File: config.mk
export PLATFORM = sky130hd
export DESIGN_NAME = serial_twos_complementer
export DESIGN_NICKNAME = d
export VERILOG_FILES = /design/src/rtl/serial_twos_complementer.sv
export SDC_FILE = /design/constraint.sdc
export NUM_CORES = 1
export LEC_CHECK = 0
export CAP_MARGIN = 20
export CORE_ASPECT_RATIO = 0.9
export CORE_MARGIN = 2
export CORE_UTILIZATION = 40
export DETAILED_ROUTE_END_ITERATION = 12
export GPL_ROUTABILITY_DRIVEN = 0
export PLACE_DENSITY_LB_ADDON = 0.08
export SYNTH_ARGS = -nofsm -noshare
export SYNTH_HDL_FRONTEND = slang
export SYNTH_SLANG_ARGS = --single-unit
File: constraint.sdc
create_clock -name clk -period 1.9 [get_ports clk]
set_clock_uncertainty 0.1 [all_clocks]
set_input_delay 0.38 -clock clk [delete_from_list [all_inputs] [get_ports clk]]
set_output_delay 0.38 -clock clk [all_outputs]
set_load 0.02 [all_outputs]
File: src/rtl/serial_twos_complementer.sv
// Bit-serial two's complement negator: accepts a parallel operand, emits the negated
// value LSB first over WIDTH cycles, then holds the parallel result until consumed.
module serial_twos_complementer #(
  parameter int unsigned WIDTH = 4
) (
  input  logic             clk,
  input  logic             rst_n,
  input  logic [WIDTH-1:0] In,
  input  logic             In_valid,
  output logic             In_ready,
  output logic [WIDTH-1:0] Out,
  output logic             Out_valid,
  input  logic             Out_ready,
  output logic             Serial_out,
  output logic             Serial_valid,
  output logic             Overflow,
  output logic             Zero
);

  localparam int unsigned     CntW    = $clog2(WIDTH);
  localparam logic [CntW-1:0] LastCnt = CntW'(WIDTH - 1);
  localparam logic [WIDTH-1:0] MinNeg = {1'b1, {(WIDTH-1){1'b0}}};

  typedef enum logic [1:0] {StIdle, StShift, StDone} state_e;

  state_e r_state, w_state_d;

  logic [WIDTH-1:0] r_shift;
  logic [WIDTH-1:0] r_acc;
  logic [WIDTH-1:0] r_out;
  logic [CntW-1:0]  r_cnt;
  logic             r_carry;
  logic             r_ovf;
  logic             r_zero;

  logic             w_bit;
  logic             w_serial;
  logic [WIDTH-1:0] w_result;
  logic             w_accept;
  logic             w_shift;
  logic             w_last;

  // Invert every bit above the first set bit; bits up to and including it pass through.
  assign w_bit    = r_shift[0];
  assign w_serial = r_carry ? ~w_bit : w_bit;
  assign w_result = {w_serial, r_acc[WIDTH-1:1]};
  assign w_accept = (r_state == StIdle) && In_valid;
  assign w_shift  = (r_state == StShift);
  assign w_last   = w_shift && (r_cnt == LastCnt);

  always_ff @(posedge clk or negedge rst_n) begin
    if (!rst_n) begin
      r_state <= StIdle;
    end else begin
      r_state <= w_state_d;
    end
  end

  always_comb begin
    w_state_d = r_state;
    unique case (r_state)
      StIdle:  if (In_valid)  w_state_d = StShift;
      StShift: if (w_last)    w_state_d = StDone;
      StDone:  if (Out_ready) w_state_d = StIdle;
      default: w_state_d = StIdle;
    endcase
  end

  always_ff @(posedge clk or negedge rst_n) begin
    if (!rst_n) begin
      r_shift <= '0;
      r_acc   <= '0;
      r_out   <= '0;
      r_cnt   <= '0;
      r_carry <= 1'b0;
      r_ovf   <= 1'b0;
      r_zero  <= 1'b0;
    end else if (w_accept) begin
      r_shift <= In;
      r_cnt   <= '0;
      r_carry <= 1'b0;
    end else if (w_shift) begin
      r_shift <= r_shift >> 1;
      r_carry <= r_carry | w_bit;
      r_acc   <= w_result;
      if (!w_last) begin
        r_cnt <= r_cnt + CntW'(1);
      end
      // Out only moves once the full result is assembled.
      if (w_last) begin
        r_out  <= w_result;
        r_ovf  <= (w_result == MinNeg);
        r_zero <= (w_result == '0);
      end
    end
  end

  always_comb begin
    In_ready     = (r_state == StIdle);
    Out_valid    = (r_state == StDone);
    Serial_valid = w_shift;
    Serial_out   = w_shift ? w_serial : 1'b0;
    Overflow     = (r_state == StDone) ? r_ovf : 1'b0;
    Zero         = (r_state == StDone) ? r_zero : 1'b0;
    Out          = r_out;
  end

endmodule
======== Word-level counts from Yosys, hierarchy flattened ========
Cells that the tools add are included.
operators by class
  bitwise gates (word level) .............. 3
  reductions and logical operators ........ 9
  add/subtract/negate cells ............... 1
  equality and inequality tests ........... 8
  muxes and demuxes ....................... 15
operators by type and width
  kind                   count
  $mux W2                6
  $mux W4                2
  $mux W1                6
  $pmux W2 S3            1
  $reduce_and A3 Y1      2
  $eq A2 B2 Y1 const B   2
  $eq A4 B4 Y1 const B   1
  $logic_not A4 Y1       1
  $ne A2 B1 Y1 const B   2
  $ne A2 B2 Y1 const B   2
  $reduce_and A2 Y1      2
  $add A2 B1 Y2 const B  1
  $eq A2 B1 Y1 const B   1
  $logic_and A1 B1 Y1    2
  $logic_not A2 Y1       1
  $not A1 Y1             2
  $reduce_bool A2 Y1     1
  $or A1 B1 Y1           1
storage, ports and cells
  register bits after elaboration ......... 19
  input port bits ......................... 8
  word-level logic and storage cells ...... 44
  output and inout bits ................... 10

======== Longest topological paths before layout ========
Gate-level depths: netlist (run 1).
  depth after elaboration ................. 5
  depth in mapped cells ................... 5
  mapped depth without buffers ............ 4

======== Least setup slack after synthesis (run 1) ========
No wires, ideal clock.
  path kind ............................... register to output
  from .................................... register r_state[0]
  to ...................................... output port Overflow
  data required time ...................... 1.420 ns
  buffers on the path ..................... 1
  slack ................................... 0.220 ns
  cell stages (with the launch flop) ...... 4
  data arrival time ....................... 1.200 ns
  cells stage by stage .................... dfrtp_1 -> buf_4 -> nor2_1 -> and2_1
on the way
  word-level cells in the longest chain between the ends .. 2
RTL lines
  element                 line  RTL
  from (decl)             26    state_e r_state, w_state_d;
  from (signal assigned)  53    r_state <= StIdle;
  from (signal assigned)  55    r_state <= w_state_d;
  $eq A2 B2 Y1            n/a
  via Out_valid           12    output logic Out_valid,
  $mux W1                 103   Overflow = (r_state == StDone) ? r_ovf : 1'b0;
  to (decl)               16    output logic Overflow,
The timed path passes the listed nets, and every way through them passes these cells.

======== Worst setup path in the final report (run 1) ========
  from .................................... register r_state[1]
  to ...................................... output port In_ready
on the way
  word-level cells in the longest chain between the ends .. 1
RTL lines
  element           line  RTL
  $logic_not A2 Y1  99    In_ready = (r_state == StIdle);
  to (decl)         10    output logic In_ready,
No other way between the ends.

==> results of run 1 <==
==> stage by stage <==
step | cell area, sq um | setup WS (ns)
after global placement | 1082 | 0.04481
final | 1111 | 0.09750
after detailed placement | 1082 | 0.03405
after floorplan | 817.0 | 0.2198
after CTS | 1112 | 0.001460
after global routing | 1111 | 0.007286
==> power by group <==
part           internal [W]  switching (W)
logic              0.000545       0.000510
clock network      0.000117       0.000117
registers          0.000561       0.000113
total               0.00122       0.000740
==> worst register-to-register path: cells and delay by family (launching register included) <==
family	cells	cell delay, ns
simple gates	1	0.21
fa+ha+maj	1	0.27
mux	1	0.36
flops	1	0.42
==> flip-flops by register name (all words and copies together) (netlist names) <==
signal,count
r_ovf,1
Out,4
r_cnt,2
r_state,2
r_zero,1
r_carry,1
r_shift,4
r_acc,3
==> synth_stat cells <==
master     n  area, sq um
a21o_1     1        7.510
o21bai_1   1        7.510
and2_1     2        12.51
a221oi_1   1        8.760
dfrtp_1   18        450.4
buf_6      1        11.26
o31ai_1    1        7.510
nand3b_2   1        11.26
a21oi_1    1        5.000
ha_1       2        25.02
nor2b_1    1        6.260
and2_4     1        8.760
nand2_1   10        37.54
inv_4      1        6.260
mux2_2     5        56.30
a22o_1     3        26.28
o21ai_0    3        15.01
nand2b_1   3        18.77
o22ai_1    2        12.51
inv_1      4        15.01
buf_4      1        7.510
nor3_1     7        35.03
nor2_1     4        15.01
a32o_1     1        10.01
==> routing by layer <==
metal,GRT usage,up-vias,wire length (microns)
met2,0.2590,19,753
met4,0.06316,0,12
met3,0.04459,2,88
met1,0.1737,295,716
met5,0,-,0
li1,-,321,-
==> cell usage in the layout (no fill, tap or decap), types with 2 or more instances in the layout <==
cell and instances:
ha_1 2, o22ai_1 2, mux2_2 5, buf_4 11, nor2_1 4, dfrtp_1 18, clkbuf_4 3, and2_1 2
nor3_1 7, dlygate4sd2_1 2, inv_1 4, nand2b_1 3, o21ai_0 3, clkdlybuf4s15_1 3, a22o_1 3, clkdlybuf4s50_1 11
nand2_1 10
==> how the worst min path moves through the flow <==
stage	start	to	cells past startpoint
6_report	rst_n	r_cnt[1]$_DFFE_PN0P_	2
5_1_grt	rst_n	r_cnt[1]$_DFFE_PN0P_	2
4_1_cts	rst_n	r_zero$_DFFE_PN0P_	2
3_5_place_dp	r_ovf$_DFFE_PN0P_	r_ovf$_DFFE_PN0P_	2
3_3_place_gp	r_zero$_DFFE_PN0P_	r_zero$_DFFE_PN0P_	2
2_1_floorplan	rst_n	Out[0]$_DFFE_PN0P_	0
==> cells by family (layout without fill, tap and decap cells) <==
group                      after synthesis  count (layout)  synth area share
and+or+nand+nor                         29              29            0.1776
DFF                                     18              18            0.5513
AOI/OAI and AO/OA                       14              14            0.1225
buffers and inverters                    7              37           0.04901
muxes                                    5               5           0.06891
adders and majority gates                2               2           0.03062
==> repair_timing <==
item | in CTS | in global routing
hold endpoints to repair | 0 | 0
setup endpoints to repair | 6 | 4
gates resized for setup | 7 | 4
pin swaps | 0 | 0
==> area by class of cell <==
class                   instances  area, sq um  area share
clock buffers                   4        36.28     0.03266
inverters                       5        21.27     0.01914
multi-input cells              50        326.6      0.2939
flip-flops and latches         18        450.4      0.4054
repair buffers                 28        245.2      0.2207
well taps                      25        31.28     0.02815
==> run_results.csv, run 1 <==
group,metric,value,unit
sta,tightest_slew,0.2195,ns
cells_and_area,layout.cells.non_filler,130,
die,die_y,46.88,microns
routing,drt-total-wl,1571,microns
routing,drt-initial-drc-count,8,
global_routing,grt_max_degree,19,
power,ir_worst_vdd,0.0009095,V
die,core,0.001914,sq mm
cells_and_area,fin_util,0.5804,
clock_network,worstSkewPairLatency,0.29,ns
critical_path,arrival,1.32,ns
yosys,syn-cell-area,817.0,sq um
clock_network,clkTransAtPathRegs,0.10,ns
routing,ant_nets,0,
sta,finalHoldViolations,0,
clock_network,hold_buffers,0,
sta,rsz0062_at_grt,"no",
clock_network,cts_buffers,3,
sta,worst_hold_slack,0.3007,ns
critical_path,critPathSlowestCell,"dfrtp_1",
critical_path,r2r_start,"r_cnt[0]$_DFFE_PN0P_",
critical_path,critPathLaunchType,"flip-flop",
power,p_leak,0.5320,nW
sta,setup_viol,0,
critical_path,crit_required,1.42,ns
sta,fin_crit_sh,0.9487,
critical_path,cp-endpoint,"In_ready",
sta,slew_violations,0,
sta,maxSlewHeadroom,0.8526,
cells_and_area,n_antenna_cell,0,
global_routing,antenna_found_initial,0,
worst_hold_path,hold_path.class,"primary input to asynchronous set/reset pin",
routing,via_per_inst,4.900,
yosys,synth_warnings,0,
die,start_util,0.4268,
clock_network,clock_path_buffers,2,
die,die_area,0.002421,sq mm
clock_network,ctsRootBufferMaster,"clkbuf_4",
critical_path,critPathKind,"flip-flop to output pin",
critical_path,path_delay_family,"buffers and inverters",
die,die_x,51.64,microns
critical_path,cp-end-kind,"output pin",
routing,num_vias,637,
yosys,postSynthAreaPerCell,10.89,sq um
global_routing,grt_pass1_vias,609,
sta,fin_crit,1.803,ns
global_routing,grt.total_usage,0.1483,
yosys,ys_ff_latch,18,
cells_and_area,drive_gt1_frac,0.2286,
critical_path,r2r_cells,3,
critical_path,cp_num_cells,3,
critical_path,rrSetupSlack,0.43,ns
cells_and_area,final_net_count,116,
critical_path,critPathMaxStageDelay,0.40,ns
die,fp-row-count,15,
run,cap_viol_max_count,0,
critical_path,critPathBufInv,2,
cells_and_area,syn2layout_area_growth,35.99,%
die,io_pins,18,
routing,drc,0,
critical_path,crit_start,"r_state[1]$_DFFE_PN0P_",
clock_network,post-cts-setup-buffers,0,
yosys,synth_nets,85,
global_routing,grt_pass1_wl,2566,microns
routing,drtPass1Iterations,4,
yosys,syn_inst,75,
status,outcome,"completed",
critical_path,crit-reg2reg-capture,"Out[3]$_DFFE_PN0P_",
global_routing,gr-total-overflow,0,
placed_design,portBuffers,17,
cells_and_area,fillers,179,
placed_design,hpwl,1192,microns
power,power_density,1766,mW/mm^2
sta,setup_tns,0,ns
placed_design,post-place-cells,126,
clock_network,cts_tree,"done",
power,power,0.001963,W
clock_network,clock_sinks,18,
clock_network,htreeDepth,1,
critical_path,worst-path-max-fanout,5,
yosys,synth.distinct_cells,24,
sta,max_freq,554.8,MHz
yosys,ys_seq_area_frac,0.5513,
critical_path,worstPathCellList,"buf_4 > nor2_1 > clkdlybuf4s15_1",
routing,wl_per_cell,12.08,microns
No activity file was read; power rests on OpenSTA's default activity.
==> run 2: changes to the inputs <==
--- a/config.mk
+++ b/config.mk
@@ -5,7 +5,8 @@
 export SDC_FILE = /design/constraint.sdc
 export NUM_CORES = 1
 export LEC_CHECK = 0
-export CAP_MARGIN = 20
+export ABC_CLOCK_PERIOD_IN_PS = 1900
+export CAP_MARGIN = 30
 export CORE_ASPECT_RATIO = 0.9
 export CORE_MARGIN = 2
 export CORE_UTILIZATION = 40
==> results of run 2 <==
Same layout as run 1: the final DEF is identical, and so are final timing and power.
==> run 3: changes to the inputs <==
--- a/config.mk
+++ b/config.mk
@@ -7,12 +7,12 @@
 export LEC_CHECK = 0
 export ABC_CLOCK_PERIOD_IN_PS = 1900
 export CAP_MARGIN = 30
-export CORE_ASPECT_RATIO = 0.9
 export CORE_MARGIN = 2
 export CORE_UTILIZATION = 40
 export DETAILED_ROUTE_END_ITERATION = 12
 export GPL_ROUTABILITY_DRIVEN = 0
-export PLACE_DENSITY_LB_ADDON = 0.08
+export PLACE_DENSITY_LB_ADDON = 0.12
+export RECOVER_POWER = 25
 export SYNTH_ARGS = -nofsm -noshare
 export SYNTH_HDL_FRONTEND = slang
 export SYNTH_SLANG_ARGS = --single-unit
==> run 3 against run 2 <==
Compared with the run above:
- flip-flop and latch count unchanged
- wire length down 0.32%
- highest routed layer unchanged
- count of clock-buffer cells in the layout is the same
- global-route usage increased by 1.0 points
- register-to-register slack about the same
- first-iteration DRC count shrank 38%
- sequential power about the same
- design area up 0.11%
- combinational power hardly changed
- core utilization decreased by 0.76 points
- largest power group unchanged
- via count increased by 1.6%
==> run_results.csv, run 3 (synthesis results as in run 1) <==
group,metric,value,unit
sta,fin_crit,1.788,ns
routing,ant_nets,0,
clock_network,cts_buffers,3,
sta,fin_ws,0.1124,ns
cells_and_area,syn2layout_area_growth,36.14,%
sta,fin_crit_sh,0.9409,
die,start_util,0.4207,
power,pwr-share-seq,0.342,
critical_path,critPathKind,"flip-flop to output pin",
sta,finalHoldViolations,0,
clock_network,clock_path_buffers,2,
sta,rsz0062_at_grt,"no",
sta,tightest_slew,0.9658,ns
critical_path,cp-end-kind,"output pin",
clock_network,worstSkewPairLatency,0.29,ns
clock_network,cts_tree,"done",
global_routing,antenna_found_initial,0,
die,core,0.001942,sq mm
critical_path,critPathSlowestCell,"dfrtp_1",
critical_path,critPathBufInv,1,
worst_hold_path,hp-start,"r_ovf$_DFFE_PN0P_",
clock_network,hold_buffers,0,
power,power_frac_comb,0.539,
die,die_area,0.002420,sq mm
global_routing,gr-total-overflow,0,
placed_design,pre_cts_ws,0.02569,ns
critical_path,crit_required,1.42,ns
global_routing,grt_pass1_vias,636,
power,p_int,0.001225,W
die,io_pins,18,
worst_hold_path,hold_path.class,"flip-flop to flip-flop",
critical_path,worstPathCellList,"nor2_2 > and2_1 > clkdlybuf4s15_1",
status,outcome,"completed",
die,die_x,49.20,microns
die,fp-row-count,16,
cells_and_area,layout_commonest_cell,"dfrtp_1",
clock_network,htreeDepth,1,
power,netSwitchingFraction,0.3779,
routing,drt-total-wl,1566,microns
routing,wl_per_cell,11.86,microns
sta,maxSlewHeadroom,0.3561,
critical_path,crit_start,"r_state[0]$_DFFE_PN0P_",
power,p_switching,0.0007437,W
die,die_y,49.20,microns
run,cap_viol_max_count,0,
global_routing,grt_pass1_wl,2849,microns
sta,max_freq,559.4,MHz
routing,num_vias,647,
critical_path,critPathLaunchType,"flip-flop",
clock_network,post-cts-setup-buffers,0,
global_routing,grt_max_degree,19,
power,p_leak,0.5287,nW
cells_and_area,final_cell_mix,"18 x dfrtp_1, 10 x nand2_1, 10 x clkdlybuf4s50_1, 10 x buf_4, 7 x nor3_1",
cells_and_area,drive_gt1_frac,0.2286,
placed_design,portBuffers,17,
routing,drtPass1Iterations,4,
sta,setup_tns,0,ns
critical_path,r2r_start,"r_cnt[0]$_DFFE_PN0P_",
placed_design,hpwl,1190,microns
sta,setup_viol,0,
cells_and_area,fin_util,0.5728,
routing,drt-initial-drc-count,5,
routing,via_per_inst,4.902,
critical_path,worst-path-max-fanout,4,
cells_and_area,n_antenna_cell,0,
power,ir_worst_vdd,0.0009823,V
placed_design,post-place-cells,128,
cells_and_area,layout.cells.non_filler,132,
power,clockPowerShare,0.120,
power,power_density,1770,mW/mm^2
clock_network,ctsRootBufferMaster,"clkbuf_4",
global_routing,grt.total_usage,0.1584,
critical_path,path_delay_family,"flip-flops",
critical_path,critPathMaxStageDelay,0.44,ns
cells_and_area,final_net_count,116,
clock_network,clkTransAtPathRegs,0.10,ns
critical_path,arrival,1.31,ns
sta,slew_violations,0,
routing,drc,0,
clock_network,clock_sinks,18,
==> run 3: changes by cell type in the layout (fill, tap and decap cells not counted) <==
cell,previous run,this run
buf_2,0,1
buf_4,11,10
clkbuf_1,0,1
clkbuf_2,1,0
clkdlybuf4s50_1,11,10
dlygate4sd3_1,0,1
nor2_1,4,3
nor2_2,0,1
==> run 3: metal layers <==
metal | vias up | share of wire | GRT usage | wire length (microns)
met3 | 4 | 0.034 | 0.05828 | 53
met1 | 306 | 0.49 | 0.2104 | 774
met4 | 0 | 0.018 | 0.06667 | 28
met2 | 14 | 0.45 | 0.2320 | 709
li1 | 323 | - | - | -
met5 | - | 0 | 0 | 0
==> run 3: power groups by stage <==
stage	sequential [W]	combinational [W]	clock, W
5_1_grt	0.000696	0.00119	0.000266
3_5_place_dp	0.000680	0.00111	0
2_1_floorplan	0.000714	0.000635	0
6_report	0.000673	0.00106	0.000236
4_1_cts	0.000672	0.00109	0.000247
3_3_place_gp	0.000676	0.00109	0
==> run 3: cell type report <==
cell class,count,area (sq um)
fillers,181,829.5
flip-flops and latches,18,450.4
multi-input cells,50,329.1
repair buffers,28,241.5
clock buffers,4,36.28
well taps,27,33.78
inverters,5,21.27
==> run 3: stage by stage <==
| stage | total power [W] | hold slack, ns | cell area [sq um] |
|---|---|---|---|
| after global placement | 0.001767 | 0.3588 | 1085 |
| after CTS | 0.002008 | 0.3052 | 1116 |
| after detailed placement | 0.001786 | 0.3641 | 1085 |
| final | 0.001968 | 0.3837 | 1112 |
| after global routing | 0.002154 | 0.4170 | 1112 |
| after floorplan | 0.001348 | -0.01559 | 817.0 |
==> run 3: worst paths after layout <==
path                                     endpoint  slack, ns  cells after the start
max                                          Zero       0.11                      3
min                             r_ovf$_DFFE_PN0P_       0.38                      2
max reg2reg                    Out[1]$_DFFE_PN0P_       0.43                      3
min reg2reg                     r_ovf$_DFFE_PN0P_       0.38                      2
max in group asynchronous  r_state[1]$_DFFE_PN0P_       0.47                      2
min in group asynchronous  r_shift[2]$_DFFE_PN0P_       0.65                      2
==> run 3: timing repair <==
item / 4_1_cts / 5_1_grt
gates resized for setup: 8 / 5
setup endpoints to repair: 6 / 4
cloned: 0 / 0
==> run 3: worst min-delay path, cell delays in order (launching register included) <==
cell and delay, ns:
dfrtp_1 0.35, nand2_1 0.04, o21ai_0 0.06
